==> src/rtl/gpio_input_if.sv <==
// ---------------------------------------------------------------------------
// gpio_input_if
// Memory-stage access bus shared by the D-Cache / GPIO blocks.
//   uop      : micro-op code (LDR / STR encodings are parameters of the
//              consumer; every other code is ignored)
//   addr     : byte address of the access
//   data_in  : store data
//   data_out : registered load data returned by the slave
//   rd_hit   : slave claimed the previous-edge load
// ---------------------------------------------------------------------------
interface gpio_input_if;
  logic [3:0]  uop;
  logic [31:0] addr;
  logic [31:0] data_in;
  logic [31:0] data_out;
  logic        rd_hit;

  modport master (output uop, addr, data_in, input  data_out, rd_hit);
  modport slave  (input  uop, addr, data_in, output data_out, rd_hit);
endinterface

==> src/rtl/gpio_input.sv <==
// ---------------------------------------------------------------------------
// gpio_input
// Read-side GPIO block: synchronizes WIDTH async pins, optionally debounces
// them, latches rising edges into sticky W1C flags and returns the level or
// the flags on an LDR. All state changes on negedge clk, like the write-side
// GPIO on the same memory stage.
//
// Ports
//   i_clk     : system clock (negedge active)
//   i_rst     : synchronous active-high reset, sampled on negedge
//   bus       : gpio_input_if.slave (uop/addr/data_in in, data_out/rd_hit out)
//   i_pins_in : asynchronous external inputs
//   o_irq     : OR of all edge flags
//
// Build option
//   GPIO_DEBOUNCE_EN : per-pin stability counters before the level register
//                      may change. Undefined -> level follows the synchronizer.
// ---------------------------------------------------------------------------
module gpio_input #(
  parameter int          WIDTH           = 32,
  parameter int          SYNC_STAGES     = 2,
  parameter int          DEBOUNCE_CYCLES = 4,
  parameter logic [31:0] ADDR_LEVEL      = 32'd36,
  parameter logic [31:0] ADDR_EDGE       = 32'd40,
  parameter logic [3:0]  UOP_LDR         = 4'h1,
  parameter logic [3:0]  UOP_STR         = 4'h2
) (
  input  logic             i_clk,
  input  logic             i_rst,
  gpio_input_if.slave      bus,
  input  logic [WIDTH-1:0] i_pins_in,
  output logic             o_irq
);

  logic [SYNC_STAGES-1:0][WIDTH-1:0] r_sync;
  logic [WIDTH-1:0] r_lvl, r_flags;
  logic [WIDTH-1:0] w_sync, w_lvl_nxt, w_rise, w_clr;
  logic [31:0]      w_lvl32, w_flags32, r_dout;
  logic             r_hit, w_ldr, w_str_edge;

  assign w_sync     = r_sync[SYNC_STAGES-1];
  assign w_ldr      = (bus.uop == UOP_LDR);
  assign w_str_edge = (bus.uop == UOP_STR) && (bus.addr == ADDR_EDGE);
  assign w_rise     = w_lvl_nxt & ~r_lvl;

  always_comb begin
    w_clr     = w_str_edge ? bus.data_in[WIDTH-1:0] : '0;
    w_lvl32   = '0;
    w_flags32 = '0;
    w_lvl32[WIDTH-1:0]   = r_lvl;
    w_flags32[WIDTH-1:0] = r_flags;
  end

`ifdef GPIO_DEBOUNCE_EN
  localparam int CW = $clog2(DEBOUNCE_CYCLES + 1);
  localparam logic [CW-1:0] CNT_LAST = CW'(DEBOUNCE_CYCLES - 1);

  // Counter tracks how many consecutive edges sync has disagreed with lvl;
  // the DEBOUNCE_CYCLES-th disagreeing edge flips the level.
  for (genvar g = 0; g < WIDTH; g++) begin : g_dbnc
    logic [CW-1:0] r_cnt;
    logic          w_diff, w_fire;
    assign w_diff       = w_sync[g] ^ r_lvl[g];
    assign w_fire       = w_diff && (r_cnt == CNT_LAST);
    assign w_lvl_nxt[g] = r_lvl[g] ^ w_fire;
    always_ff @(negedge i_clk) begin
      if (i_rst)                r_cnt <= '0;
      else if (!w_diff || w_fire) r_cnt <= '0;
      else                      r_cnt <= r_cnt + 1'b1;
    end
  end
`else
  assign w_lvl_nxt = w_sync;
`endif

  always_ff @(negedge i_clk) begin
    if (i_rst) begin
      r_sync  <= '0;
      r_lvl   <= '0;
      r_flags <= '0;
      r_dout  <= '0;
      r_hit   <= 1'b0;
    end else begin
      r_sync  <= {r_sync[SYNC_STAGES-2:0], i_pins_in};
      r_lvl   <= w_lvl_nxt;
      // set wins over a same-edge W1C of the same bit
      r_flags <= (r_flags & ~w_clr) | w_rise;
      // reads return pre-edge register values; misses hold data_out
      if (w_ldr && bus.addr == ADDR_LEVEL) begin
        r_dout <= w_lvl32;
        r_hit  <= 1'b1;
      end else if (w_ldr && bus.addr == ADDR_EDGE) begin
        r_dout <= w_flags32;
        r_hit  <= 1'b1;
      end else begin
        r_hit  <= 1'b0;
      end
    end
  end

  assign bus.data_out = r_dout;
  assign bus.rd_hit   = r_hit;
  assign o_irq        = |r_flags;

endmodule

==> src/flat_wrapper.sv <==
// flat-port wrapper written by rule: the top's interface ports become plain ports
module gpio_input_flat 
#(
  parameter int          WIDTH           = 32,
  parameter int          SYNC_STAGES     = 2,
  parameter int          DEBOUNCE_CYCLES = 4,
  parameter logic [31:0] ADDR_LEVEL      = 32'd36,
  parameter logic [31:0] ADDR_EDGE       = 32'd40,
  parameter logic [3:0]  UOP_LDR         = 4'h1,
  parameter logic [3:0]  UOP_STR         = 4'h2
)
  (i_clk, i_rst, i_pins_in, o_irq, bus_uop, bus_addr, bus_data_in, bus_data_out, bus_rd_hit);
  gpio_input_if bus_i ();
  input  logic i_clk;
  input  logic i_rst;
  input  logic [WIDTH-1:0] i_pins_in;
  output logic o_irq;
  input wire logic [$bits(bus_i.uop)-1:0] bus_uop;
  input wire logic [$bits(bus_i.addr)-1:0] bus_addr;
  input wire logic [$bits(bus_i.data_in)-1:0] bus_data_in;
  output wire logic [$bits(bus_i.data_out)-1:0] bus_data_out;
  output wire logic [$bits(bus_i.rd_hit)-1:0] bus_rd_hit;
  assign bus_i.uop = bus_uop;
  assign bus_i.addr = bus_addr;
  assign bus_i.data_in = bus_data_in;
  assign bus_data_out = bus_i.data_out;
  assign bus_rd_hit = bus_i.rd_hit;
  gpio_input #(.WIDTH(WIDTH), .SYNC_STAGES(SYNC_STAGES), .DEBOUNCE_CYCLES(DEBOUNCE_CYCLES), .ADDR_LEVEL(ADDR_LEVEL), .ADDR_EDGE(ADDR_EDGE), .UOP_LDR(UOP_LDR), .UOP_STR(UOP_STR)) u_core (.i_clk(i_clk), .i_rst(i_rst), .bus(bus_i), .i_pins_in(i_pins_in), .o_irq(o_irq));
endmodule
==> config.mk <==
export PLATFORM = sky130hd
export DESIGN_NAME = gpio_input_flat
export DESIGN_NICKNAME = d
export VERILOG_FILES = /design/src/rtl/gpio_input_if.sv /design/src/rtl/gpio_input.sv /design/src/flat_wrapper.sv
export SDC_FILE = /design/constraint.sdc
export NUM_CORES = 1
export LEC_CHECK = 0
export ABC_CLOCK_PERIOD_IN_PS = 2000
export CAP_MARGIN = 40
export CORE_ASPECT_RATIO = 1.25
export CORE_MARGIN = 8
export CORE_UTILIZATION = 49
export CTS_CLUSTER_SIZE = 8
export DETAILED_ROUTE_END_ITERATION = 6
export PLACE_DENSITY_LB_ADDON = 0.12
export SLEW_MARGIN = 20
export SYNTH_ARGS = -nofsm -noshare
export SYNTH_HDL_FRONTEND = slang
export SYNTH_SLANG_ARGS = --single-unit
export TNS_END_PERCENT = 20
==> constraint.sdc <==
create_clock -name i_clk -period 2 [get_ports i_clk]
set_input_delay 0.3 -clock i_clk [delete_from_list [all_inputs] [get_ports i_clk]]
set_output_delay 0.3 -clock i_clk [all_outputs]
set_load 0.03 [all_outputs]
==> reports/metrics.csv, run 1 <==
stage;metric;value;unit
yosys;xor-xnor portion of the synthesized cell area;0;%
cells_and_area;final-stage net count;968;
sta;max-slew violations;0;
cells_and_area;ANT cells;0;
yosys;post-synthesis compound-gate area fraction;18.3;%
yosys;area share of the leading cell type in the synthesized netlist;55.9;%
yosys;Distinct cells, synth;27;
placement;setup slack after placement;-1.36;ns
sta;final hold slack;0.422;ns
sta;post-route setup TNS;-44.23;ns
grt;maximum number of pins on one net before global-route repair;55;
placement;Placed Cells incl. Taps;815;
clocking;root cell of the clock tree;clkbuf_16;
detailed_routing;remaining antenna violation count;0;
power;Max VDD drop;0.764;mV
power;cell internal power dissipation;6.20;mW
floorplanning;starting density of the core;49.8;%
clocking;CTS tree;done;
placement;IO Port Bufs;135;
floorplanning;Total Die Area;15500;um2
sta;Final Worst Setup Slack;-0.999;ns
sta;unrepaired setup endpoints after global routing;yes;
yosys;multiplexer share of the synthesized area;0;%
yosys;cell types with the largest area share after synthesis;dfxtp_1, nor2b_1, o2bb2ai_2, a21oi_1, and3b_1;
placement;standard cell area after detailed placement;7620;um2
yosys;yosys warns;0;
placement;sum of net half-perimeters after detailed placement;9.88;mm
power;fraction of power spent switching nets;28.7;%
floorplanning;core box area;11600;um2
yosys;post-synthesis simple-gate area fraction;22.4;%
cells_and_area;post-route standard cell area excluding fillers;9320;um2
grt;first-pass GRT wire length;27.1;mm
detailed_routing;final wirelength;17.6;mm
yosys;part of the Yosys area used for sequential elements;55.9;%
grt;Total Routing Usage GR;22.1;%
worst_setup_path;Cell Chain, Critical Path;nor4_1 -> nand4_1 -> or2_4 -> buf_6;
yosys;predominant post-synthesis flop cell;dfxtp_1;
sta;Setup-failing EPs final;99;
power;Sequential Power Share;38.9;%
yosys;most frequent cell after synthesis;dfxtp_1;
grt;number of antenna violations at the first check in global routing;0;
outcome;violations in the final reports;setup timing;
yosys;Post-Syn Nets;622;
yosys;instance count of the mapped netlist;520;
detailed_routing;number of DRC violations after detailed-routing iteration 0;273;
cells_and_area;layout filler cell count;707;
detailed_routing;number of vias in the routed layout;5261;
yosys;Mapped Area;5760;um2
detailed_routing;average wire length per cell after detail routing;17.3;um
worst_setup_path;Top delay family on crit path;simple AND/OR/NAND/NOR gates;
sta;worst clock skew;0.0193;ns
cells_and_area;area of all sequential standard cells;3310;um2
floorplanning;Die H;137;um
worst_setup_path;cell with the largest stage delay on the worst path;nor4_1;
worst_setup_path;nature of the critical path endpoint;primary output;
yosys;list of most frequent post-synthesis cells;dfxtp_1, nor2b_1, a21oi_1;
grt;number of global-route vias before repair;5833;
worst_setup_path;classification of the worst setup path;flip-flop to primary output;
clocking;clock insertion delay at the later pin of the skew report;0.46;ns
power;share of total power in the clock network;54.0;%
floorplanning;I/O pin count;136;
cells_and_area;post-layout utilization of the core;80.6;%
clocking;Reg clk slew, reported paths;0.04;ns
yosys;post-synthesis average cell area;11.1;um2
detailed_routing;Pre-antenna DRT Iters;4;
clocking;count of hold buffers inserted by post-cts repair;0;
sta;slew of the pin with the lowest slew margin;0.452;ns
grt;total grt overflow;0;
floorplanning;Die Width;113;um
cells_and_area;footprint of the multi-input gates;2620;um2
clocking;maximum level of the CTS H-tree;4;
floorplanning;num rows;44;
detailed_routing;routed via count divided by cell count;5.18;
clocking;clock net sink count;161;
power;net switching power of the design;2.49;mW
worst_setup_path;CP Data Arrival Time;2.70;ns
yosys;area share of fa/ha/maj cells after synthesis;0;%
power;Gate power share;7.1;%
yosys;library cell occupying the most area in the post-synthesis netlist;dfxtp_1;
outcome;status;complete, but fails checks;
power;total chip power;8.69;mW
clocking;clock buffer count from CTS;17;
run;max-cap violation count;0;
yosys;register bit count reported by yosys;161;
cells_and_area;share of cells above drive strength 1;27.9;%
cells_and_area;number of non-filler instances in the completed layout;1016;
detailed_routing;DRC Markers;0;
power;PwrDens;932;nW/um2
worst_setup_path;number of buffer and inverter stages on the critical path;1;
yosys;proportion of synthesized flip-flops having asynchronous set or reset;0;%
yosys;number of synthesized flops with an enable pin;0;
worst_setup_path;maximum fanout encountered on the critical timing path;2;
worst_setup_path;data required time at the worst endpoint;1.70;ns
worst_hold_path;class of the most critical hold timing path;flip-flop to flip-flop;
clocking;maximum count of clock buffers along a single path;2;
placement;Placer Congestion;0.844;
worst_setup_path;Crit path largest cell delay;0.37;ns
cells_and_area;post-synthesis to final-layout area growth;61.8;%
sta;Fin. Hold Viols;0;
power;leakage power;4.39;nW
yosys;dominant combinational cell family by area after synthesis;simple AND/OR/NAND/NOR gates;
sta;Rel. slew slack;69.9;%
worst_setup_path;crit start category;flip-flop;
## path summary, 6_finish.rpt
kind	startpoint	slack, ns	to	depth (start not counted)
setup reg to reg	u_core.w_lvl_nxt[15]	0.77	u_core.r_flags[15]	4
setup / recovery	u_core.r_flags[14]	-1.0	o_irq	4
hold reg to reg	u_core.r_sync[25]	0.42	u_core.w_lvl_nxt[25]	1
hold / removal	u_core.r_sync[25]	0.42	u_core.w_lvl_nxt[25]	1
## area by class of cell
type / count / area share [%]
clock buffer: 17 / 4.56
clock inverter: 175 / 8.43
inverter: 1 / 0.0403
multi-input combinational: 323 / 28.1
sequential: 161 / 35.5
tap: 138 / 1.85
timing repair buffer: 201 / 21.5
## routing by layer
metal / global-route usage (%) / wire length [um]
met1: 22.1 / 6900
met2: 38.4 / 9150
met3: 10.2 / 1450
met4: 10.6 / 123
met5: 0 / 0
## logic make-up after synthesis
kind of cell           count (synthesis)
flip-flops                           161
AO/OA/AOI/OAI                        131
AND/OR/NAND/NOR                      192
buffers and inverters                 36
## worst register-to-register path: stages, from the launching register on
cell and delay, ns:
dfxtp_1 0.29, nor2b_1 0.18, nor2b_1 0.24, and3b_1 0.21, a21oi_1 0.22
## state kept, by name (all words and copies together), names as in the netlist
| signal | cells |
|---|---|
| u_core.w_lvl_nxt | 32 |
| u_core.bus.rd_hit | 1 |
| u_core.r_lvl | 32 |
| u_core.bus.data_out | 32 |
| u_core.r_flags | 32 |
| u_core.r_sync | 32 |
## repair_timing
item,in CTS,in global routing
setup endpoints to repair,99,99
resized for setup,150,56
buffers inserted,7,2
pin swaps,21,19
cloned,3,1
## power groups by stage
stage | sequential, mW | combinational, mW | clock [mW]
detailed placement | 3.43 | 0.583 | 0.489
CTS | 3.39 | 0.606 | 4.74
global placement | 3.43 | 0.569 | 0.489
floorplan | 3.43 | 0.225 | 0.489
finish | 3.38 | 0.617 | 4.69
global route | 3.38 | 0.663 | 5.19
## cell usage in the layout (no fill, tap or decap), types with 4 or more instances in the layout
cell type,count
inv_1,162
nor2b_1,128
dfxtp_1,123
clkdlybuf4s50_1,72
a21oi_1,64
buf_4,54
buf_6,41
and3b_1,32
a22oi_1,32
o2bb2ai_2,25
dfxtp_2,24
clkbuf_16,18
dfxtp_4,14
clkbuf_2,10
buf_12,10
nor4_4,8
o2bb2ai_4,7
dlygate4sd2_1,5
inv_4,4
bufinv_16,4
Note: power is estimated with default switching activity, not from simulation.
==> inputs of run 2 (changes only) <==
Settings changed: HOLD_SLACK_MARGIN set to 0.02.
==> results of run 2 <==
Final layout, timing and power as in run 1 (identical DEF).
==> inputs of run 3 (changes only) <==
Settings changed: CTS_CLUSTER_DIAMETER set to 150, SETUP_SLACK_MARGIN set to 0.1.
==> run 3 against run 2 <==
The flow still finishes with violations (setup timing). Routed wire length rose by 1.4%. Non-clock buffer count rose by 1. Final cell count barely moved. Global-route usage rose by 0.13 points. Die area did not move. Sequential share of layout area barely moved. Critical path type unchanged. Highest routed layer unchanged.
==> reports/metrics.csv, run 3 (synthesis results as in run 1) <==
stage;metric;value;unit
outcome;status;complete, but fails checks;
outcome;violations in the final reports;setup timing;
worst_setup_path;nature of the critical path endpoint;primary output;
grt;number of global-route vias before repair;5819;
floorplanning;I/O pin count;136;
worst_setup_path;CP Data Arrival Time;2.79;ns
worst_hold_path;Worst Min Path Start;u_core.r_sync[25];
worst_setup_path;Worst R2R Setup Slack;0.84;ns
run;max-cap violation count;0;
floorplanning;core box area;11600;um2
sta;Fin. Hold Viols;0;
worst_setup_path;depth of the worst register-to-register path;4;
placement;IO Port Bufs;135;
floorplanning;Die H;137;um
worst_setup_path;Crit path largest cell delay;0.33;ns
detailed_routing;DRC Markers;0;
floorplanning;Total Die Area;15500;um2
clocking;clock insertion delay at the later pin of the skew report;0.46;ns
grt;number of antenna violations at the first check in global routing;0;
worst_hold_path;cell count of the worst hold path;1;
placement;sum of net half-perimeters after detailed placement;9.88;mm
sta;worst clock skew;0.0257;ns
placement;Placed Cells incl. Taps;815;
detailed_routing;final wirelength;17.9;mm
power;PwrDens;935;nW/um2
power;total chip power;8.70;mW
detailed_routing;Pre-antenna DRT Iters;4;
worst_setup_path;number of buffer and inverter stages on the critical path;2;
clocking;clock buffer count from CTS;17;
worst_hold_path;Hold Crit Endpoint;u_core.w_lvl_nxt[25];
floorplanning;num rows;44;
worst_setup_path;classification of the worst setup path;flip-flop to primary output;
sta;Setup-failing EPs final;99;
clocking;Reg clk slew, reported paths;0.03;ns
clocking;maximum count of clock buffers along a single path;2;
cells_and_area;share of cells above drive strength 1;27.4;%
grt;maximum number of pins on one net before global-route repair;55;
floorplanning;Die Width;113;um
sta;post-route setup TNS;-42.94;ns
detailed_routing;routed via count divided by cell count;5.15;
worst_setup_path;crit start category;flip-flop;
worst_hold_path;class of the most critical hold timing path;flip-flop to flip-flop;
worst_setup_path;critical register-to-register path endpoint;u_core.r_flags[15];
worst_setup_path;maximum fanout encountered on the critical timing path;2;
worst_setup_path;cell with the largest stage delay on the worst path;dfxtp_2;
clocking;clock net sink count;161;
cells_and_area;top library cells by usage in the layout, fill and taps aside;inv_1, nor2b_1, dfxtp_1;
clocking;root cell of the clock tree;clkbuf_16;
sta;slew of the pin with the lowest slew margin;0.458;ns
power;Max VDD drop;0.771;mV
sta;unrepaired setup endpoints after global routing;yes;
grt;Total Routing Usage GR;22.2;%
detailed_routing;average wire length per cell after detail routing;17.6;um
cells_and_area;most common cell after layout, fill and taps aside;inv_1;
detailed_routing;remaining antenna violation count;0;
detailed_routing;number of vias in the routed layout;5242;
sta;max-slew violations;0;
grt;total grt overflow;0;
detailed_routing;number of DRC violations after detailed-routing iteration 0;325;
worst_setup_path;Cell Chain, Critical Path;nor4_4 -> buf_4 -> nand4_1 -> or2_4 -> buf_6;
clocking;CTS tree;done;
cells_and_area;post-synthesis to final-layout area growth;61.4;%
sta;final hold slack;0.421;ns
cells_and_area;final-stage net count;969;
worst_setup_path;Top delay family on crit path;simple AND/OR/NAND/NOR gates;
power;leakage power;4.39;nW
sta;Rel. slew slack;69.5;%
floorplanning;starting density of the core;49.8;%
clocking;maximum level of the CTS H-tree;4;
placement;Placer Congestion;0.844;
grt;first-pass GRT wire length;27.2;mm
clocking;count of hold buffers inserted by post-cts repair;0;
sta;Final Worst Setup Slack;-1.09;ns
cells_and_area;ANT cells;0;
cells_and_area;post-layout utilization of the core;80.5;%
cells_and_area;layout filler cell count;698;
cells_and_area;number of non-filler instances in the completed layout;1017;
worst_setup_path;Worst R2R Start;u_core.w_lvl_nxt[15];
worst_setup_path;data required time at the worst endpoint;1.70;ns
## run 3: cell count changes in the layout (fill, tap and decap cells not counted), sizes merged
| cell | change |
|---|---|
| buf | +1 |
## run 3: worst max-delay path by stage
stage,startpoint,endpoint,slack (ns),cells after the start
finish,u_core.r_flags[16],o_irq,-1.09,5
CTS,u_core.r_flags[18],o_irq,-1.08,5
floorplan,bus_addr[26],u_core.bus.data_out[0],-0.63,6
detailed placement,bus_addr[23],u_core.bus.data_out[17],-1.36,6
global route,u_core.r_flags[29],o_irq,-1.19,4
global placement,bus_addr[20],u_core.bus.data_out[2],-1.33,6
## run 3: worst reg2reg max path, stage by stage (launching register included)
cell,delay (ns)
dfxtp_1,0.29
nor2b_1,0.17
nor2b_1,0.21
and3b_1,0.23
a21oi_1,0.19
## run 3: power breakdown
part	internal, mW	switching, mW	total (mW)
combinational	0.354	0.267	0.621
clock	2.51	2.18	4.69
sequential	3.33	0.0494	3.38
## run 3: what timing repair did
item / in CTS / in global routing
resized for setup: 145 / 54
endpoints found under the setup margin: 99 / 99
pin swaps: 18 / 15
endpoints found under the hold margin: 0 / 0
gates cloned: 3 / 1
buffers inserted: 7 / 2
## run 3: layer usage
metal	share of wire, %	vias up	GRT usage, %
met3	8.7	32	10.4
met2	51	212	38.2
met1	39	2472	22.1
met5	0	-	0
li1	-	2526	-
met4	1.6	0	11.7
## run 3: area by class of cell
class                      count  area, um2  share of cell area, %
timing repair buffer         202       2010                   21.7
multi-input combinational    323       2600                   28.0
sequential                   161       3300                   35.5
tap                          138        173                   1.86
clock buffer                  17        425                   4.57
clock inverter               175        786                   8.45
inverter                       1       3.75                 0.0403
## run 3: metrics by stage
stage | worst slack, ns | cell area, um2
floorplan | -0.634 | 5800
global placement | -1.33 | 7620
detailed placement | -1.36 | 7620
CTS | -1.08 | 9170
global route | -1.19 | 9300
finish | -1.09 | 9300
